## src/rtl/uart_pkg.sv

```systemverilog
// Shared UART types and default widths for the TX scheduler, sync FIFO
// and bit serialiser.
package uart_pkg;

    localparam int DWIDTH_DEF = 8;
    localparam int GAP_W_DEF  = 8;
    localparam int CNT_W_DEF  = 16;

    typedef enum logic [2:0] {
        IDLE,
        POP,
        FETCH,
        START,
        BUSY,
        GAP
    } tx_sched_state_t;

endpackage

```

## src/rtl/uart_tx_sched.sv

```systemverilog
// TX frame scheduler: FIFO pop -> serialiser start, inter-frame gap, flush.
// Optional CTS gating is enabled by defining UART_TX_CTS_EN.
module uart_tx_sched
    import uart_pkg::*;
#(
    parameter int DWIDTH = DWIDTH_DEF,
    parameter int GAP_W  = GAP_W_DEF,
    parameter int CNT_W  = CNT_W_DEF
) (
    input  logic              sys_clk,
    input  logic              sys_rstn,
`ifdef UART_TX_CTS_EN
    input  logic              cts_n,
`endif
    input  logic              tx_enable,
    input  logic              tx_flush,
    input  logic [GAP_W-1:0]  gap_cycles,
    input  logic              fifo_empty,
    input  logic [DWIDTH-1:0] fifo_out,
    output logic              fifo_pop,
    output logic              fifo_reset,
    input  logic              tx_busy,
    output logic              tx_start,
    output logic [DWIDTH-1:0] tx_data,
    output logic              sched_idle,
    output logic [CNT_W-1:0]  frames_sent
);

    tx_sched_state_t  state;
    logic [GAP_W-1:0] gap_cnt;
    logic             cts_ok;
    logic             can_start;

`ifdef UART_TX_CTS_EN
    logic [1:0] cts_sync;

    always_ff @(posedge sys_clk) begin
        if (!sys_rstn) begin
            cts_sync <= 2'b11;
        end else begin
            cts_sync <= {cts_sync[0], cts_n};
        end
    end

    assign cts_ok = ~cts_sync[1];
`else
    assign cts_ok = 1'b1;
`endif

    // Hold off while a FIFO reset is pending so we never pop a dying entry.
    assign can_start = tx_enable & ~fifo_empty & ~tx_busy
                     & ~tx_flush & ~fifo_reset & cts_ok;

    assign sched_idle = (state == IDLE) & ~tx_busy;

    always_ff @(posedge sys_clk) begin
        if (!sys_rstn) begin
            state       <= IDLE;
            gap_cnt     <= '0;
            fifo_pop    <= 1'b0;
            fifo_reset  <= 1'b0;
            tx_start    <= 1'b0;
            tx_data     <= '0;
            frames_sent <= '0;
        end else begin
            fifo_pop   <= 1'b0;
            tx_start   <= 1'b0;
            fifo_reset <= tx_flush;
            unique case (state)
                IDLE: begin
                    if (can_start) begin
                        state    <= POP;
                        fifo_pop <= 1'b1;
                    end
                end
                POP: begin
                    state <= tx_flush ? IDLE : FETCH;
                end
                FETCH: begin
                    if (tx_flush) begin
                        state <= IDLE;
                    end else begin
                        tx_data     <= fifo_out;
                        tx_start    <= 1'b1;
                        frames_sent <= frames_sent + 1'b1;
                        state       <= START;
                    end
                end
                START: begin
                    state <= BUSY;
                end
                BUSY: begin
                    if (!tx_busy) begin
                        if (gap_cycles == '0) begin
                            state <= IDLE;
                        end else begin
                            gap_cnt <= gap_cycles;
                            state   <= GAP;
                        end
                    end
                end
                GAP: begin
                    if (gap_cnt <= 1) begin
                        gap_cnt <= '0;
                        state   <= IDLE;
                    end else begin
                        gap_cnt <= gap_cnt - 1'b1;
                    end
                end
                default: begin
                    state <= IDLE;
                end
            endcase
        end
    end

endmodule
```

## config.mk

```make
export PLATFORM = sky130hd
export DESIGN_NAME = uart_tx_sched
export DESIGN_NICKNAME = d
export VERILOG_FILES = /design/src/rtl/uart_pkg.sv /design/src/rtl/uart_tx_sched.sv
export SDC_FILE = /design/constraint.sdc
export NUM_CORES = 1
export LEC_CHECK = 0
export BUFFER_PORTS_ARGS = -buffer_cell sky130_fd_sc_hd__clkbuf_2
export CORE_ASPECT_RATIO = 1.2
export CORE_MARGIN = 2
export CORE_UTILIZATION = 41
export CTS_BUF_LIST = sky130_fd_sc_hd__clkbuf_8
export CTS_CLUSTER_SIZE = 20
export DETAILED_ROUTE_END_ITERATION = 8
export PLACE_DENSITY = 0.63
export SLEW_MARGIN = 20
export SYNTH_ARGS = -nofsm -noshare
export SYNTH_HDL_FRONTEND = slang
export SYNTH_SLANG_ARGS = --single-unit
```

## constraint.sdc

```tcl
create_clock -name sys_clk -period 2 [get_ports sys_clk]
set_input_delay 0.5 -clock sys_clk [delete_from_list [all_inputs] [get_ports sys_clk]]
set_output_delay 0.5 -clock sys_clk [all_outputs]
set_load 0.005 [all_outputs]
```

==> results.sh, run 1 <==
export IMPL_cp_num_buf_inv=1
export IMPL_first_iter_violations=56
export IMPL_combPwrFrac_pct=5.3
export IMPL_layout_drive_gt1_share_pct=27.0
export IMPL_critPathKind="flip-flop to flip-flop"
export IMPL_die_w_um=64.9
export IMPL_synth_warnings=0
export IMPL_clock_skew_ns=0.00870
export IMPL_crit_chain="inv_1 > ha_1 > nor2_1 > nor2_1 > a311o_1 > a221oi_1"
export IMPL_drt_pass1_iter_count=5
export IMPL_fp_dieH_um=77.1
export IMPL_yosys_top_cells_area="dfxtp_1 42%, nand2_1 7.4%, nor2_1 5.8%"
export IMPL_hpwl_mm=3.15
export IMPL_worst_path_max_fanout=4
export IMPL_p_leak_nw=0.981
export IMPL_internal_power_mw=1.20
export IMPL_rsz0062_at_grt="false"
export IMPL_fin_nets=307
export IMPL_irDropWorstVdd_mv=0.359
export IMPL_gp_congestion=0.884
export IMPL_cts_tree="yes"
export IMPL_timing_rr_start="gap_cnt[1]$_SDFFE_PN0P_"
export IMPL_num_vias=1779
export IMPL_synthTopCellsByCount="38 x dfxtp_1, 36 x nand2_1, 28 x nor2_1"
export IMPL_synth_nets=249
export IMPL_wl_mm=4.22
export IMPL_cellPowerDensity_nw_per_um2=647
export IMPL_worst_slew_pin_slew_ns=0.652
export IMPL_seq_area_um2=762
export IMPL_n_antenna_cell=0
export IMPL_cpMostUsedCell="nor2_1"
export IMPL_wl_met3_um=145
export IMPL_cts_resized_gates=0
export IMPL_cap_viol_max_count=0
export IMPL_yosys_area_top_type_share_pct=41.7
export IMPL_via_per_inst=5.26
export IMPL_seq_power_share_pct=50.4
export IMPL_cpLargestDelayFamily="compound AO/OA/AOI/OAI gates"
export IMPL_synth_edff_count=0
export IMPL_rows=26
export IMPL_yosysTopAreaCell="dfxtp_1"
export IMPL_synth_avg_cell_area_um2=8.15
export IMPL_max_stage_delay_ns=0.39
export IMPL_crit_path_start_kind="flip-flop"
export IMPL_slowest_stage="dfxtp_1"
export IMPL_start_util_pct=42.8
export IMPL_cts_htree_levels=2
export IMPL_routedWlPerCell_um=12.5
export IMPL_drc=0
export IMPL_grt_total_usage_pct=18.9
export IMPL_clockBufferDepth=2
export IMPL_clk_latency_ns=0.29
export IMPL_area_growth_pct=28.0
export IMPL_worstHoldStart="fifo_out[2]"
export IMPL_setup_tns_final_ns=0
export IMPL_synthCells=224
export IMPL_cp_arrival_ns=1.97
export IMPL_min_period_ns=1.78
export IMPL_dpl_instance_area_um2=2220
export IMPL_cts_inserted_buffers=5
export IMPL_hold_viol=0
export IMPL_io_pins=50
export IMPL_hold_depth=3
export IMPL_top_layer="met4"
export IMPL_min_to="tx_data[2]$_SDFFE_PN0P_"
export IMPL_dieArea_um2=5000
export IMPL_nFillCells=431
export IMPL_cts_setup_buffers=0
export IMPL_setup_viol=0
export IMPL_r2r_slack_ns=0.22
export IMPL_required_ns=2.20
export IMPL_synth_seq_cells=38
export IMPL_wl_met1_mm=1.84
export IMPL_cts_root_buf="clkbuf_8"
export IMPL_grt_pass1_vias=1643
export IMPL_async_reset_ff_share_pct=0
export IMPL_cts_num_sinks=38
export IMPL_route_met2_wl_mm=2.16
export IMPL_grt_pass1_wl_mm=7.49
export IMPL_ys_seq_area_share_pct=41.7
export IMPL_synth_cell_types=44
export IMPL_grt_overflow=0
export IMPL_slew_headroom_pct=56.2
export IMPL_ctsHoldBuffers=0
export IMPL_cp_end_kind="flip-flop"
export IMPL_antenna_found_initial=0
export IMPL_fmax_mhz=562
export IMPL_timing_reg2reg_worst_path_depth=6
export IMPL_grt_max_degree=18
export IMPL_yosysMostFrequentCell="dfxtp_1"
export IMPL_synth_top_flop_cell="dfxtp_1"
export IMPL_holdCritPathClass="input port to flip-flop"
export IMPL_drv_slew=0
export IMPL_ant_nets=0
export IMPL_rr_endpoint="state[0]$_SDFFE_PN0P_"
export IMPL_fin_crit_sh_pct=88.9
export IMPL_switching_power_uw=314
export IMPL_portBuffers=49
export IMPL_multi_input_area_um2=1010
export IMPL_core_area_um2=4260
export IMPL_p_clk_share_pct=44.3
export IMPL_netlist_area_um2=1830
export IMPL_power_share_switching_pct=20.8
export IMPL_clk_pin_slew_ns=0.08
export IMPL_status="finished clean"
export IMPL_final_cell_area_um2=2340
==> how the worst max path moves through the flow <==
stage          cells after the start                    start                           end
2_1_floorplan                      5                 tx_flush   frames_sent[9]$_SDFFE_PN0P_
3_3_place_gp                       6                 tx_flush  frames_sent[10]$_SDFFE_PN0P_
3_5_place_dp                       6                 tx_flush  frames_sent[10]$_SDFFE_PN0P_
4_1_cts                            6  gap_cnt[0]$_SDFFE_PN0P_         state[0]$_SDFFE_PN0P_
5_1_grt                            6  gap_cnt[1]$_SDFFE_PN0P_         state[0]$_SDFFE_PN0P_
6_report                           6  gap_cnt[1]$_SDFFE_PN0P_         state[0]$_SDFFE_PN0P_
==> worst reg2reg max path, stage by stage (launching register included) <==
cell and delay, ns:
dfxtp_1 0.39, inv_1 0.10, ha_1 0.20, nor2_1 0.22
nor2_1 0.13, a311o_1 0.39, a221oi_1 0.26
==> flip-flops by register name, indices dropped and copies added, names as in the netlist <==
register / cells
fifo_pop: 1
fifo_reset: 1
frames_sent: 16
gap_cnt: 8
state: 3
tx_data: 8
tx_start: 1
==> final cells by class <==
type,instances,share of cell area (%)
multi-input combinational,172,43.4
sequential,38,32.6
inverter,3,0.482
clock inverter,1,1.28
clock buffer,6,3.53
tap,56,3.00
timing repair buffer,62,15.7
==> routing by layer <==
metal / vias to the layer above / GRT usage [%]
met5: - / 0
met4: 0 / 6.60
met3: 9 / 4.55
met2: 43 / 32.3
met1: 825 / 22.7
li1: 902 / -
==> power groups by stage <==
stage                     Combinational, mW  Sequential [mW]  Clock (mW)
after CTS                            0.0808            0.763       0.692
after global placement               0.0807            0.781           0
after floorplan                      0.0333            0.781           0
after global routing                 0.0894            0.763       0.720
final                                0.0800            0.763       0.669
after detailed placement             0.0807            0.780           0
==> layout by cell type, fill, tap and decap left out, types with 2 or more instances in the layout <==
cell / Yosys / routed
nor3_1: 4 / 4
nand3_1: 6 / 6
and3_1: 2 / 2
or3_1: 2 / 2
nand2b_1: 3 / 3
a21oi_1: 20 / 20
or4_1: 2 / 2
nor3_4: 2 / 2
and2_1: 2 / 2
nor4_1: 5 / 5
nor2_1: 28 / 28
buf_4: 1 / 11
o21ai_0: 11 / 11
inv_1: 3 / 3
xnor2_1: 7 / 7
clkbuf_8: 0 / 6
clkbuf_2: 0 / 49
nand3b_1: 2 / 2
nand2_1: 36 / 36
xor2_1: 9 / 9
and4_1: 3 / 3
nand4_1: 4 / 4
ha_1: 3 / 3
dfxtp_1: 38 / 37
buf_12: 0 / 2
a211oi_1: 2 / 2
==> stage by stage <==
step                      util, %  power (mW)  setup slack [ns]  hold slack, ns  instances
after floorplan                 -       0.814             0.234           0.434        224
after global placement       52.2       0.861            0.0995           0.442        331
after detailed placement     52.2       0.861            0.0767           0.450        331
after CTS                    54.8        1.54             0.153           0.417        338
after global routing         54.8        1.57            0.0623           0.415        338
final                        54.8        1.51             0.222           0.423        338
==> logic make-up (layout without fill, tap and decap cells) <==
kind of cell             Yosys count  after routing  synth area share [%]
XOR/XNOR                          16             16                  7.68
AND/OR/NAND/NOR                  108            108                  30.3
AO/OA/AOI/OAI                     45             45                  15.1
flip-flops                        38             38                  41.7
buffers and inverters             14             72                  3.15
adder cells (fa/ha/maj)            3              3                  2.06
(Power assumes the default switching activity.)
==> run 2, diff against run 1 <==
- ABC_AREA: default -> 1
- PLACE_DENSITY: 0.63 -> 0.62
==> run 2 against run 1 <==
Net effect:
- cell area increased by 6.2%
- maximum frequency decreased by 4.0%
- routed wire length increased by 11%
- die area increased by 12%
- synthesized cell count increased by 44%
- count of clock-buffer cells in the layout decreased by 1
- sequential cell count unchanged
- critical endpoint is now sched_idle
==> results.sh, run 2 <==
export IMPL_total_power_mw=1.65
export IMPL_internal_power_mw=1.30
export IMPL_clock_skew_ns=0.00653
export IMPL_yosys_area_top_type_share_pct=37.1
export IMPL_rsz0062_at_grt="false"
export IMPL_combPwrFrac_pct=5.1
export IMPL_portBuffers=49
export IMPL_num_vias=2085
export IMPL_rows=28
export IMPL_power_share_switching_pct=21.4
export IMPL_setup_tns_final_ns=0
export IMPL_gp_congestion=0.832
export IMPL_grt_pass1_wl_mm=7.78
export IMPL_ant_nets=0
export IMPL_netlist_area_um2=2050
export IMPL_stdcell_count=435
export IMPL_place_ws_ns=0.316
export IMPL_cp_end_kind="output port"
export IMPL_io_pins=50
export IMPL_yosysMostFrequentCell="nand2_1"
export IMPL_via_per_inst=4.79
export IMPL_hpwl_mm=3.45
export IMPL_placedCellCount=427
export IMPL_final_cell_area_um2=2480
export IMPL_ys_seq_area_share_pct=37.1
export IMPL_grt_pass1_vias=1810
export IMPL_cts_tree="yes"
export IMPL_cts_resized_gates=0
export IMPL_reg_top3="frames_sent x16, gap_cnt x8, tx_data x8"
export IMPL_cts_setup_buffers=0
export IMPL_clk_pin_slew_ns=0.09
export IMPL_fmax_mhz=540
export IMPL_clockBufferDepth=2
export IMPL_synth_top_flop_cell="dfxtp_1"
export IMPL_crit_path_start_kind="flip-flop"
export IMPL_core_area_um2=4870
export IMPL_layout_drive_gt1_share_pct=18.7
export IMPL_dpl_instance_area_um2=2340
export IMPL_routedWlPerCell_um=10.8
export IMPL_critPathKind="flip-flop to output port"
export IMPL_fin_crit_sh_pct=92.6
export IMPL_yosysTopAreaCell="dfxtp_1"
export IMPL_start_util_pct=42.1
export IMPL_drc=0
export IMPL_wl_mm=4.69
export IMPL_n_antenna_cell=0
export IMPL_drv_slew=0
export IMPL_cts_root_buf="clkbuf_8"
export IMPL_hold_viol=0
export IMPL_dieArea_um2=5590
export IMPL_synthCells=322
export IMPL_synth_avg_cell_area_um2=6.37
export IMPL_grt_total_usage_pct=18.1
export IMPL_grt_overflow=0
export IMPL_cts_num_sinks=38
export IMPL_irDropWorstVdd_mv=0.351
export IMPL_area_growth_pct=21.0
export IMPL_async_reset_ff_share_pct=0
export IMPL_holdCritPathClass="input port to flip-flop"
export IMPL_ctsHoldBuffers=0
export IMPL_nFillCells=527
export IMPL_fp_dieH_um=81.5
export IMPL_worst_slew_pin_slew_ns=0.410
export IMPL_finalWorstSetupSlack_ns=0.148
export IMPL_worst_path_max_fanout=4
export IMPL_antenna_found_initial=0
export IMPL_status="finished clean"
export IMPL_slew_headroom_pct=72.4
export IMPL_min_period_ns=1.85
export IMPL_synth_warnings=0
export IMPL_synth_cell_types=25
export IMPL_cts_htree_levels=2
export IMPL_p_leak_nw=1.17
export IMPL_first_iter_violations=117
export IMPL_switching_power_uw=353
export IMPL_clk_latency_ns=0.29
export IMPL_holdWs_ns=0.428
export IMPL_cts_inserted_buffers=5
export IMPL_mostFrequentLayoutCell="nand2_1"
export IMPL_synthTopCellsByCount="85 x nand2_1, 79 x nor2_1, 38 x dfxtp_1"
export IMPL_synth_edff_count=0
export IMPL_drt_pass1_iter_count=4
export IMPL_seq_power_share_pct=46.3
export IMPL_cellPowerDensity_nw_per_um2=665
export IMPL_cp_arrival_ns=1.35
export IMPL_required_ns=1.50
export IMPL_p_clk_share_pct=48.5
export IMPL_largest_register="frames_sent"
export IMPL_fin_util_pct=51.0
export IMPL_synth_seq_cells=38
export IMPL_die_w_um=68.6
export IMPL_yosys_top_cells_area="dfxtp_1 37%, nand2_1 16%, nor2_1 14%"
export IMPL_fin_nets=399
export IMPL_setup_viol=0
export IMPL_synth_nets=347
export IMPL_largest_register_ff_count=16
export IMPL_cap_viol_max_count=0
export IMPL_grt_max_degree=28
export IMPL_mostFrequentLayoutCells="85 x nand2_1, 79 x nor2_1, 49 x clkbuf_2, 38 x dfxtp_1, 34 x inv_1"
## run 2: critical path, stage by stage, from the launching register on
cell	delay, ns
dfxtp_1	0.34
or2_4	0.29
nor2_1	0.13
inv_1	0.09
nor2_1	0.10
clkbuf_2	0.12
## run 2: logic make-up (layout without fill, tap and decap cells)
kind of cell,after synthesis,in the layout,synth area share [%]
compound gates,43,43,11.7
xor+xnor,2,2,0.854
fa+ha+maj,3,3,1.83
buf+inv,42,95,8.97
flops,38,38,37.1
simple gates,194,194,39.5
## run 2: path summary, 6_finish.rpt
kind,startpoint,end,slack [ns],cells after the start
worst min register to register,tx_data[1]$_SDFFE_PN0P_,tx_data[1]$_SDFFE_PN0P_,0.49,2
worst max-delay path,state[0]$_SDFFE_PN0P_,sched_idle,0.15,5
worst min-delay path,tx_flush,fifo_reset$_SDFF_PN0_,0.43,3
worst max register to register,gap_cnt[0]$_SDFFE_PN0P_,gap_cnt[7]$_SDFFE_PN0P_,0.31,9
## run 2: layout make-up
class / instances / area [µm²] / share of cell area, %
Inverter: 34 / 128 / 5.14
Sequential cell: 38 / 761 / 30.6
Multi-Input combinational cell: 242 / 1110 / 44.6
Clock inverter: 3 / 68.8 / 2.77
Clock buffer: 5 / 68.8 / 2.77
Tap cell: 60 / 75.1 / 3.02
Timing Repair Buffer: 53 / 275 / 11.1
## run 2: power groups by stage
stage | Combinational [mW] | Sequential (mW) | Clock (mW)
after floorplan | 0.0485 | 0.783 | 0
after global placement | 0.0842 | 0.783 | 0
after detailed placement | 0.0853 | 0.783 | 0
after CTS | 0.0856 | 0.765 | 0.817
after global routing | 0.0976 | 0.766 | 0.840
final | 0.0845 | 0.765 | 0.802
## run 2: per-layer routing
| layer | vias up | wire length [µm] | GRT usage [%] | share of wire [%] |
|---|---|---|---|---|
| li1 | 1116 | - | - | - |
| met1 | 922 | 2230 | 22.8 | 48 |
| met2 | 41 | 2210 | 31.0 | 47 |
| met3 | 6 | 180 | 3.70 | 3.8 |
| met4 | 0 | 62 | 4.80 | 1.3 |
| met5 | - | 0 | 0 | 0 |
